`src/rtl/systolic_a_skewer_if.sv`:
```
// Bus bundle for the A-operand skew buffer: tile-row writes, drain advance,
// and the skewed lanes that feed the left column of MAC cells.
interface systolic_a_skewer_if #(
    parameter int BITS_AB = 8,
    parameter int DIM     = 8,
    parameter int ROWBITS = $clog2(DIM)
) ();
    logic                             en;
    logic                             WrEn;
    logic [ROWBITS-1:0]               Arow;
    logic [DIM-1:0][BITS_AB-1:0]      Ain;
    logic [DIM-1:0][BITS_AB-1:0]      Aout;
    logic                             drain_done;

    modport master (
        output en, WrEn, Arow, Ain,
        input  Aout, drain_done
    );

    modport slave (
        input  en, WrEn, Arow, Ain,
        output Aout, drain_done
    );
endinterface

```
`src/rtl/systolic_a_skewer.sv`:
```
// Holds one DIM x DIM tile of A and drains it diagonally skewed so that
// lane r lags lane 0 by r cycles. Data passes through bit-exact.
module systolic_a_skewer #(
    parameter int BITS_AB = 8,
    parameter int DIM     = 8,
    parameter int ROWBITS = $clog2(DIM)
) (
    input  logic             clk,
    input  logic             rst_n,
    systolic_a_skewer_if.slave bus
);
    localparam int TW   = (DIM > 1) ? $clog2(2 * DIM - 1) : 1;
    localparam int TMAX = 2 * DIM - 2;

    logic [DIM-1:0][BITS_AB-1:0] mem [DIM];
    logic [TW-1:0]               t;
    logic [DIM-1:0][BITS_AB-1:0] lane_next;
    logic [DIM-1:0][BITS_AB-1:0] aout_q;
    logic                        done_q;
    logic                        row_ok;
    logic                        last_step;

    assign row_ok    = ({1'b0, bus.Arow} < (ROWBITS + 1)'(DIM));
    assign last_step = (t == TW'(TMAX));

    // Lane r shows column t-r of its row while that column exists, else zero.
    for (genvar r = 0; r < DIM; r++) begin : g_lane
        logic [TW-1:0] col_full;
        logic          in_win;

        assign col_full     = t - TW'(r);
        assign in_win       = (t >= TW'(r)) && (col_full < TW'(DIM));
        assign lane_next[r] = in_win ? mem[r][col_full[ROWBITS-1:0]] : '0;
    end

    always_ff @(posedge clk or negedge rst_n) begin
        if (!rst_n) begin
            for (int r = 0; r < DIM; r++) begin
                mem[r] <= '0;
            end
            t      <= '0;
            aout_q <= '0;
            done_q <= 1'b0;
        end else begin
            // Drain reads the pre-edge contents, so a row may be refilled behind the front.
            if (bus.WrEn && row_ok) begin
                mem[bus.Arow] <= bus.Ain;
            end
            if (bus.en) begin
                aout_q <= lane_next;
                t      <= last_step ? '0 : t + 1'b1;
                done_q <= last_step;
            end else begin
                done_q <= 1'b0;
            end
        end
    end

    assign bus.Aout       = aout_q;
    assign bus.drain_done = done_q;
endmodule

```
`src/flat_wrapper.sv`:
```
// flat-port wrapper written by rule: the top's interface ports become plain ports
module systolic_a_skewer_flat 
#(
    parameter int BITS_AB = 8,
    parameter int DIM     = 8,
    parameter int ROWBITS = $clog2(DIM)
)
  (clk, rst_n, bus_en, bus_WrEn, bus_Arow, bus_Ain, bus_Aout, bus_drain_done);
  systolic_a_skewer_if #(.BITS_AB(BITS_AB), .DIM(DIM), .ROWBITS(ROWBITS)) bus_i ();
  input  logic clk;
  input  logic rst_n;
  input wire logic [$bits(bus_i.en)-1:0] bus_en;
  input wire logic [$bits(bus_i.WrEn)-1:0] bus_WrEn;
  input wire logic [$bits(bus_i.Arow)-1:0] bus_Arow;
  input wire logic [$bits(bus_i.Ain)-1:0] bus_Ain;
  output wire logic [$bits(bus_i.Aout)-1:0] bus_Aout;
  output wire logic [$bits(bus_i.drain_done)-1:0] bus_drain_done;
  assign bus_i.en = bus_en;
  assign bus_i.WrEn = bus_WrEn;
  assign bus_i.Arow = bus_Arow;
  assign bus_i.Ain = bus_Ain;
  assign bus_Aout = bus_i.Aout;
  assign bus_drain_done = bus_i.drain_done;
  systolic_a_skewer #(.BITS_AB(BITS_AB), .DIM(DIM), .ROWBITS(ROWBITS)) u_core (.clk(clk), .rst_n(rst_n), .bus(bus_i));
endmodule
```
`config.mk`:
```
export PLATFORM = sky130hd
export DESIGN_NAME = systolic_a_skewer_flat
export DESIGN_NICKNAME = d
export VERILOG_FILES = /design/src/rtl/systolic_a_skewer_if.sv /design/src/rtl/systolic_a_skewer.sv /design/src/flat_wrapper.sv
export SDC_FILE = /design/constraint.sdc
export NUM_CORES = 1
export LEC_CHECK = 0
export CORE_MARGIN = 5
export CORE_UTILIZATION = 54
export CTS_CLUSTER_DIAMETER = 200
export DETAILED_ROUTE_END_ITERATION = 12
export HOLD_SLACK_MARGIN = 0.06
export PLACE_DENSITY = 0.76
export SYNTH_ARGS = -nofsm -noshare
export SYNTH_HDL_FRONTEND = slang
export SYNTH_SLANG_ARGS = --single-unit
```
`constraint.sdc`:
```
create_clock -name clk -period 2.7 [get_ports clk]
set_input_delay 0.675 -clock clk [delete_from_list [all_inputs] [get_ports clk]]
set_output_delay 0.675 -clock clk [all_outputs]
set_load 0.01 [all_outputs]
```
* Yosys cells after proc, flatten, opt, wreduce, memory -nomap -nowiden
Index checks and enable logic that the tools add are counted.
Cells by class: mux-type cells 29, reductions and logical operators 9, eq/ne operators 1, add/subtract/negate cells 8, magnitude comparators 26, bitwise gates (word level) 1
Operator list (count):
- $bwmux 512 | 1
- $bmux 8 s3 | 8
- $demux 64 s3 | 1
- $mux 8 | 16
- $mux 64 | 1
- $lt 3x4->1 const B | 8
- $lt 4x4->1 const B | 8
- $ge 4x3->1 const B | 4
- $sub 4x3->4 const B | 4
- $logic_and 1x1->1 | 9
- $ge 4x1->1 const B | 2
- $ge 4x2->1 const B | 2
- $sub 4x2->4 const B | 2
- $add 4x1->4 const B | 1
- $eq 4x4->1 const B | 1
- $ge 4x4->1 const B | 1
- $lt 4x1->1 const B | 1
- $mux 4 | 1
- $not 3->4 | 1
- $sub 4x1->4 const B | 1
- $mux 1 | 1
Storage, ports and cells: bits in registers 581, output and inout bits 65

* Logic depth before layout (Yosys ltp)
word-level depth 6, depth in mapped cells 11, mapped depth without buffers 6

* Least setup slack after synthesis
OpenSTA, ideal clock, no wires.
kind reg2reg, from register u_core.t[1], to register u_core.aout_q (netlist bit u_core.bus.Aout[47]), buffers on the path 6, required time 2.559 ns, data arrival time 2.414 ns, stages on the path, launching flop included 12, slack 0.145 ns, clock period less this slack 2.555 ns, path through dfrtp_1 -> buf_4 -> buf_2 -> buf_2 -> inv_1 -> ha_1 -> buf_2 -> buf_4 -> buf_2 -> mux2_2 -> o22ai_1 -> o32ai_1
Between the ends: longest elaborated chain between the ends 4, elaborated cells on any way between the ends 7
Ends and longest elaborated chain:
- start: declaration | RTL line systolic_a_skewer.sv:16 | logic [TW-1:0] t;
- start signal: assignment | RTL line systolic_a_skewer.sv:51 | t <= last_step ? '0 : t + 1'b1;
- $sub 4x3->4 | RTL line systolic_a_skewer.sv:31 | assign col_full = t - TW'(r);
- $lt 4x4->1 or $bmux 8 s3 (tied branches) | RTL line systolic_a_skewer.sv:32, systolic_a_skewer.sv:33
- $logic_and 1x1->1 or $mux 8 (tied branches) | RTL line systolic_a_skewer.sv:32, systolic_a_skewer.sv:33
- $mux 8 (*) | RTL line systolic_a_skewer.sv:33 | assign lane_next[r] = in_win ? mem[r][col_full[ROWBITS-1:0]] : '0;
- end signal: assignment | RTL line systolic_a_skewer.sv:50 | aout_q <= lane_next;
- end: declaration | RTL line systolic_a_skewer.sv:18 | logic [DIM-1:0][BITS_AB-1:0] aout_q;
Mark *: on every way between the ends. The rest lies on a longest branch, timed or not. The select of a mux whose other input is x is not followed. A chain may end at the register's enable or synchronous reset.

* Worst setup path after layout
from register u_core.aout_q (netlist bit u_core.bus.Aout[40]), to output port bus_Aout[40]
RTL lines:
- end: declaration | RTL line flat_wrapper.sv:16 | output wire logic [$bits(bus_i.Aout)-1:0] bus_Aout;
No word-level cell between the ends.

==> results.py <==
metrics = {
    "critical_path": {
        "r2r_setup_slack_ns": 0.34,
        "worstPathRequired_ns": 2.03,
        "rr_endpoint": "u_core.bus.Aout[51]$_DFFE_PN0P_",
        "cp-start-kind": "flip-flop",
        "end_kind": "output port",
        "setup.worst_path.start": "u_core.bus.Aout[40]$_DFFE_PN0P_",
        "crit_type": "flip-flop to output port",
        "slowest_stage": "clkdlybuf4s50_1",
        "cp_max_fo": 2,
        "cp_cell_sequence": "clkdlybuf4s50_1",
        "cpLargestDelayFamily": "buffers and inverters",
        "worst-path-buf-inv": 1,
        "rr_startpoint": "u_core.t[1]$_DFFE_PN0P_",
        "r2r_cells": 6,
        "cp.arrival_ns": 1.73,
        "slowest_delay_ns": 0.61,
    },
    "sta": {
        "period_needed_ns": 2.41,
        "maxSlewHeadroom_pct": 47.0,
        "tns_ns": 0,
        "maxSlewViolCount": 0,
        "setup_viol": 0,
        "finalCritPeriodShare_pct": 89.1,
        "skew_ns": 0.0245,
        "whs_ns": 0.486,
        "fmax_mhz": 416,
        "rsz0062_at_grt": "no",
        "final_hold_viol_count": 0,
        "worstMarginPinSlew_ns": 0.792,
    },
    "drt": {
        "routedWlPerCell_um": 27.5,
        "vias": 15800,
        "viasPerCell": 6.18,
        "met2WireLength_um": 33700,
        "drt-met1-wl_um": 30600,
        "drc": 0,
        "detail-route-antenna-nets": 0,
        "drtIter0Drc": 1194,
        "wl_met3_um": 3790,
        "wl_um": 70200,
        "top_layer_used": "met5",
        "dr.pass1.iters": 5,
    },
    "logic_synthesis": {
        "synth.yosys.seq_area_share_pct": 56.0,
        "yosysWarnings": 0,
        "syn_nets": 1810,
        "synth_top_area_share_pct": 56.0,
        "synth_compound_area_share_pct": 4.77,
        "synthDistinctLibCells": 39,
        "netlist_instances": 1726,
        "synthSimpleGateAreaFrac_pct": 1.08,
        "ys_seq_elements": 581,
        "syn_area_mm2": 0.0260,
        "synth_top_area_cell": "dfrtp_1",
        "synth_top_family_by_area": "multiplexers",
        "synth_xor_area_share_pct": 0.236,
        "synth_area_leaders": "dfrtp_1, mux2_2, mux4_2, mux2i_1, o22ai_1",
        "synthAdderAreaFrac_pct": 0.627,
        "syn_avg_cell_area_um2": 15.0,
        "synthMuxAreaShare_pct": 33.8,
    },
    "cts": {
        "cts_root_buf": "clkbuf_16",
        "clock_sinks": 581,
        "cts_buffer_depth": 3,
        "ctsHoldBuffers": 1,
        "htree_levels": 2,
        "worstSkewPairLatency_ns": 0.62,
        "clk_pin_slew_worst_paths_ns": 0.06,
        "cts_tree": "done",
        "postCtsSetupRepairBufs": 0,
        "cts_resized": 0,
        "cts_made_buffers": 58,
    },
    "floorplan": {
        "core-area_mm2": 0.0476,
        "initial_core_util_pct": 54.5,
        "die_h_um": 229,
        "io_pins": 136,
        "rows": 80,
        "die_w_um": 229,
        "die-area_mm2": 0.0526,
    },
    "worst_hold_path": {
        "hold-path-cell-count": 1,
        "min_to": "u_core.mem[196]$_DFFE_PN0P_",
        "holdCritStartpoint": "u_core.mem[196]$_DFFE_PN0P_",
        "hold_path_class": "flip-flop to flip-flop",
    },
    "power_and_ir_drop": {
        "p_switching_uw": 9430,
        "p_per_area_mw_per_mm2": 997,
        "switching_share_pct": 31.1,
        "power.internal_uw": 20900,
        "comb_power_share_pct": 32.5,
        "p_leak_uw": 0.0129,
        "irDropWorstVdd_mv": 0.586,
        "power_frac_clock_pct": 27.7,
        "total_power_uw": 30400,
        "p_seq_share_pct": 39.7,
    },
    "finish": {
        "final_util_pct": 63.9,
        "final_cell_mix": "mux2_2, dfrtp_1, clkdlybuf4s50_1",
        "regArea_mm2": 0.0145,
        "mostFrequentLayoutCell": "mux2_2",
        "stdcell_area_mm2": 0.0304,
        "syn_to_final_growth_pct": 17.3,
        "layout-drive-gt1-share_pct": 45.1,
        "n_fill_cell": 3510,
        "multi_input_area_mm2": 0.0105,
        "nNetsFinal": 1976,
    },
    "global_route": {
        "grt_max_degree": 91,
        "overflow": 0,
        "grt_pass1_wl_um": 107000,
        "grt_pass1_vias": 17100,
        "track_usage_pct": 26.6,
        "antenna_found_initial": 9,
    },
    "job": {
        "maxCapViolCount": 0,
    },
    "run_status": {
        "outcome": "finished clean",
    },
    "place": {
        "place_area_mm2": 0.0284,
        "hpwl_um": 46600,
        "io_buffers": 135,
        "gp_congestion": 0.813,
    },
}
==> worst max-delay path by stage <==
stage	end	slack [ns]	depth (start not counted)
6_report	bus_Aout[40]	0.29	1
4_1_cts	bus_Aout[40]	0.27	1
5_1_grt	u_core.bus.Aout[56]$_DFFE_PN0P_	0.22	6
3_3_place_gp	u_core.mem[281]$_DFFE_PN0P_	0.03	4
3_5_place_dp	u_core.mem[282]$_DFFE_PN0P_	-0.008	4
2_1_floorplan	u_core.bus.Aout[47]$_DFFE_PN0P_	0.15	11
==> state kept, by name (all words and copies together), names as in the netlist <==
signal and cells:
u_core.mem 512, u_core.bus.Aout 64, u_core.t 4, u_core.bus.drain_done 1
==> metal layers <==
| layer | track usage [%] | up-vias |
|---|---|---|
| li1 | - | 6721 |
| met1 | 37.2 | 8544 |
| met2 | 43.2 | 405 |
| met3 | 5.08 | 114 |
| met4 | 7.84 | 2 |
| met5 | 0 | - |
==> cells by family after synthesis <==
kind of cell	count (synthesis)
and+or+nand+nor	47
muxes	736
buffers and inverters	166
AOI/OAI and AO/OA	176
adders and majority gates	13
xor gates and xnor gates	7
DFF	581
==> Yosys cell counts (all sizes together) <==
cell,count
mux2,638
dfrtp,581
buf,102
o22ai,63
inv,53
mux2i,50
mux4,48
o32ai,31
o21ai,24
nand2,20
a22oi,16
o211ai,16
o2bb2ai,16
ha,13
clkbuf,11
a21oi,5
and2,4
nor2b,4
xnor2,4
nand3,3
nand4b,3
nor2,3
xor2,3
a211oi,2
nand2b,2
nor3,2
nor3b,2
nor4b,2
a21boi,1
nand3b,1
nand4,1
o31ai,1
o41ai,1
==> final cells by class <==
type,count,area share (%)
sequential,581,47.8
inverter,53,0.653
tap,615,2.53
timing repair buffer,219,7.75
clock buffer,82,5.75
antenna,3,0.0247
clock inverter,24,0.904
multi-input combinational,979,34.6
==> power by group through the flow <==
stage          clock [uW]  sequential (uW)  combinational, uW
2_1_floorplan           0            11900               6210
3_3_place_gp            0            12000               9620
3_5_place_dp            0            12200               9840
4_1_cts              8550            12000               9920
5_1_grt              8940            12300              10500
6_report             8430            12100               9870
==> per-stage QoR <==
step,cells,setup WS (ns)
after floorplan,1726,0.145
after global placement,2446,0.0318
after detailed placement,2446,-0.00818
after CTS,2553,0.266
after global routing,2554,0.221
final,2556,0.294
Power figures use the tool's default switching activity.
==> RTL change: new RTL, same settings <==
`DIM` is set to 8 in 3 places; all go to 4.
--- a/src/rtl/systolic_a_skewer_if.sv
+++ b/src/rtl/systolic_a_skewer_if.sv
@@ -2,7 +2,7 @@
 // and the skewed lanes that feed the left column of MAC cells.
 interface systolic_a_skewer_if #(
     parameter int BITS_AB = 8,
-    parameter int DIM     = 8,
+    parameter int DIM     = 4,
     parameter int ROWBITS = $clog2(DIM)
 ) ();
     logic                             en;
--- a/src/rtl/systolic_a_skewer.sv
+++ b/src/rtl/systolic_a_skewer.sv
@@ -2,7 +2,7 @@
 // lane r lags lane 0 by r cycles. Data passes through bit-exact.
 module systolic_a_skewer #(
     parameter int BITS_AB = 8,
-    parameter int DIM     = 8,
+    parameter int DIM     = 4,
     parameter int ROWBITS = $clog2(DIM)
 ) (
     input  logic             clk,
--- a/src/flat_wrapper.sv
+++ b/src/flat_wrapper.sv
@@ -2,7 +2,7 @@
 module systolic_a_skewer_flat 
 #(
     parameter int BITS_AB = 8,
-    parameter int DIM     = 8,
+    parameter int DIM     = 4,
     parameter int ROWBITS = $clog2(DIM)
 )
   (clk, rst_n, bus_en, bus_WrEn, bus_Arow, bus_Ain, bus_Aout, bus_drain_done);
Ports: changed (resized bus_Ain, bus_Aout and bus_Arow); port bits go from 136 to 71. The function was not compared with the original's and may differ.
==> RTL change against the unedited design <==
  * Fmax is 17% higher
  * Routed wire length decreased by 79%
  * Sequential cell count shrank 417
  * Critical path depth unchanged
  * Synthesized cell count shrank 72%
  * Synthesized area shrank 72%
  * Via count down 74%
  * Cell area down 71%
  * Non-clock buffer count down 133
  * Largest cell class unchanged
  * Worst setup slack improved by 0.35 ns
  * Power down 72%
  * Highest routed layer is now met4
  * Clock power is 70% lower
==> RTL change: results (changes against the unedited design) <==
CTS Buf Count = 17 (was 58)
# fillers = 921 (was 3510)
GPL Wtd Cong = 0.761 (was 0.813)
worst reg2reg startpoint = u_core.t[2] (was u_core.t[1])
vias in the first global route = 4513 (was 17100)
Vias/cell = 5.53 (was 6.18)
drt first pass iters = 4 (was 5)
clock buffer depth = 2 (was 3)
postcts setup bufs = 0 (unchanged)
Syn Nets = 520 (was 1810)
Cell variety after synth = 26 (was 39)
Inst Count DP = 711 (was 2446)
clk_lat worst skew = 0.42 ns (was 0.62 ns)
H-tree Lvls = 4 (was 2)
Data arrival, critical path = 1.38 ns (was 1.73 ns)
Hold Path Class = primary input to asynchronous set/reset pin (was flop to flop)
Commonest cells post-synth = 164 x dfrtp_1, 125 x mux2_2, 51 x inv_1, 22 x mux4_2, 19 x nand3_1 (was 628 x mux2_2, 581 x dfrtp_1, 63 x o22ai_1, 60 x buf_2, 53 x inv_1)
crit path from = u_core.bus.Aout[12] (was u_core.bus.Aout[40])
routed len/inst = 20.2 um (was 27.5 um)
status = finished clean (unchanged)
Final Non-Filler Cells = 743 (was 2556)
peak supply drop = 494 uV (was 586 uV)
Final #Nets = 597 (was 1976)
Seq/Total Area, Yosys = 57.4% (was 56.0%)
max reg flops = 128 (was 512)
largest net degree at the start of global routing = 56 (was 91)
Leak = 3.74 nW (was 12.9 nW)
hpwl dp = 9650 um (was 46600 um)
Mean Syn Cell Area = 15.0 um2 (about the same)
Rel. slew slack = 60.6% (was 47.0%)
Final Cell Area = 8710 um2 (was 30400 um2)
number of antenna violations at the first check in global routing = 0 (was 9)
GRT Overall Usage = 20.3% (was 26.6%)
Post-Route Skew = 0.00770 ns (was 0.0245 ns)
ratio of cells with drive above 1 in the final layout = 35.4% (was 45.1%)
global-route wire length before repair = 24700 um (was 107000 um)
starting DRC count in detailed routing = 227 (was 1194)
placed cell area = 8080 um2 (was 28400 um2)
[RTL change: cells by family after synthesis]
group / Yosys count / synth area share [%]
AO/OA/AOI/OAI: 37 / 3.18
buffers and inverters: 79 / 5.25
flip-flops: 164 / 57.4
multiplexers: 160 / 30.8
XOR/XNOR: 1 / 0.122
AND/OR/NAND/NOR: 31 / 2.45
adder cells (fa/ha/maj): 5 / 0.875
[RTL change: area by class of cell]
class                   instances  area share, %
flip-flops and latches        164           47.1
multi-input cells             234           30.8
repair buffers                 86           10.1
clock buffers                  19           5.20
well taps                     176           2.53
inverters                      51           2.20
clock inverters                13           2.08
[RTL change: worst paths after layout]
kind / end / slack [ns] / cells after the start
worst max-delay path: bus_Aout[12] / 0.64 / 1
worst min-delay path: u_core.mem[25] / 0.20 / 1
worst max register to register: u_core.bus.Aout[12] / 0.76 / 5
worst min register to register: u_core.mem[125] / 0.49 / 1
max in group asynchronous: u_core.mem[87] / 1.82 / 2
min in group clk: u_core.mem[125] / 0.49 / 1
[RTL change: power breakdown]
part           leakage [nW]  switching [mW]  internal, mW
registers              1.98           0.308          3.04
clock network         0.297           0.943          1.59
logic                  1.46            1.17          1.40
[RTL change: metrics by stage]
stage          hold slack, ns  worst slack (ns)  power, mW
2_1_floorplan           0.379             0.649       4.93
3_3_place_gp            0.461             0.540       5.86
3_5_place_dp            0.473             0.496       5.95
4_1_cts                 0.208             0.624       8.53
5_1_grt                 0.226             0.600       8.90
6_report                0.200             0.644       8.45
[RTL change: routing by layer]
metal / up-vias / track usage, % / wire length, um
li1: 1873 / - / -
met1: 2133 / 27.2 / 6580
met2: 84 / 33.0 / 7590
met3: 20 / 4.99 / 590
met4: 0 / 6.63 / 248
met5: - / 0 / 0
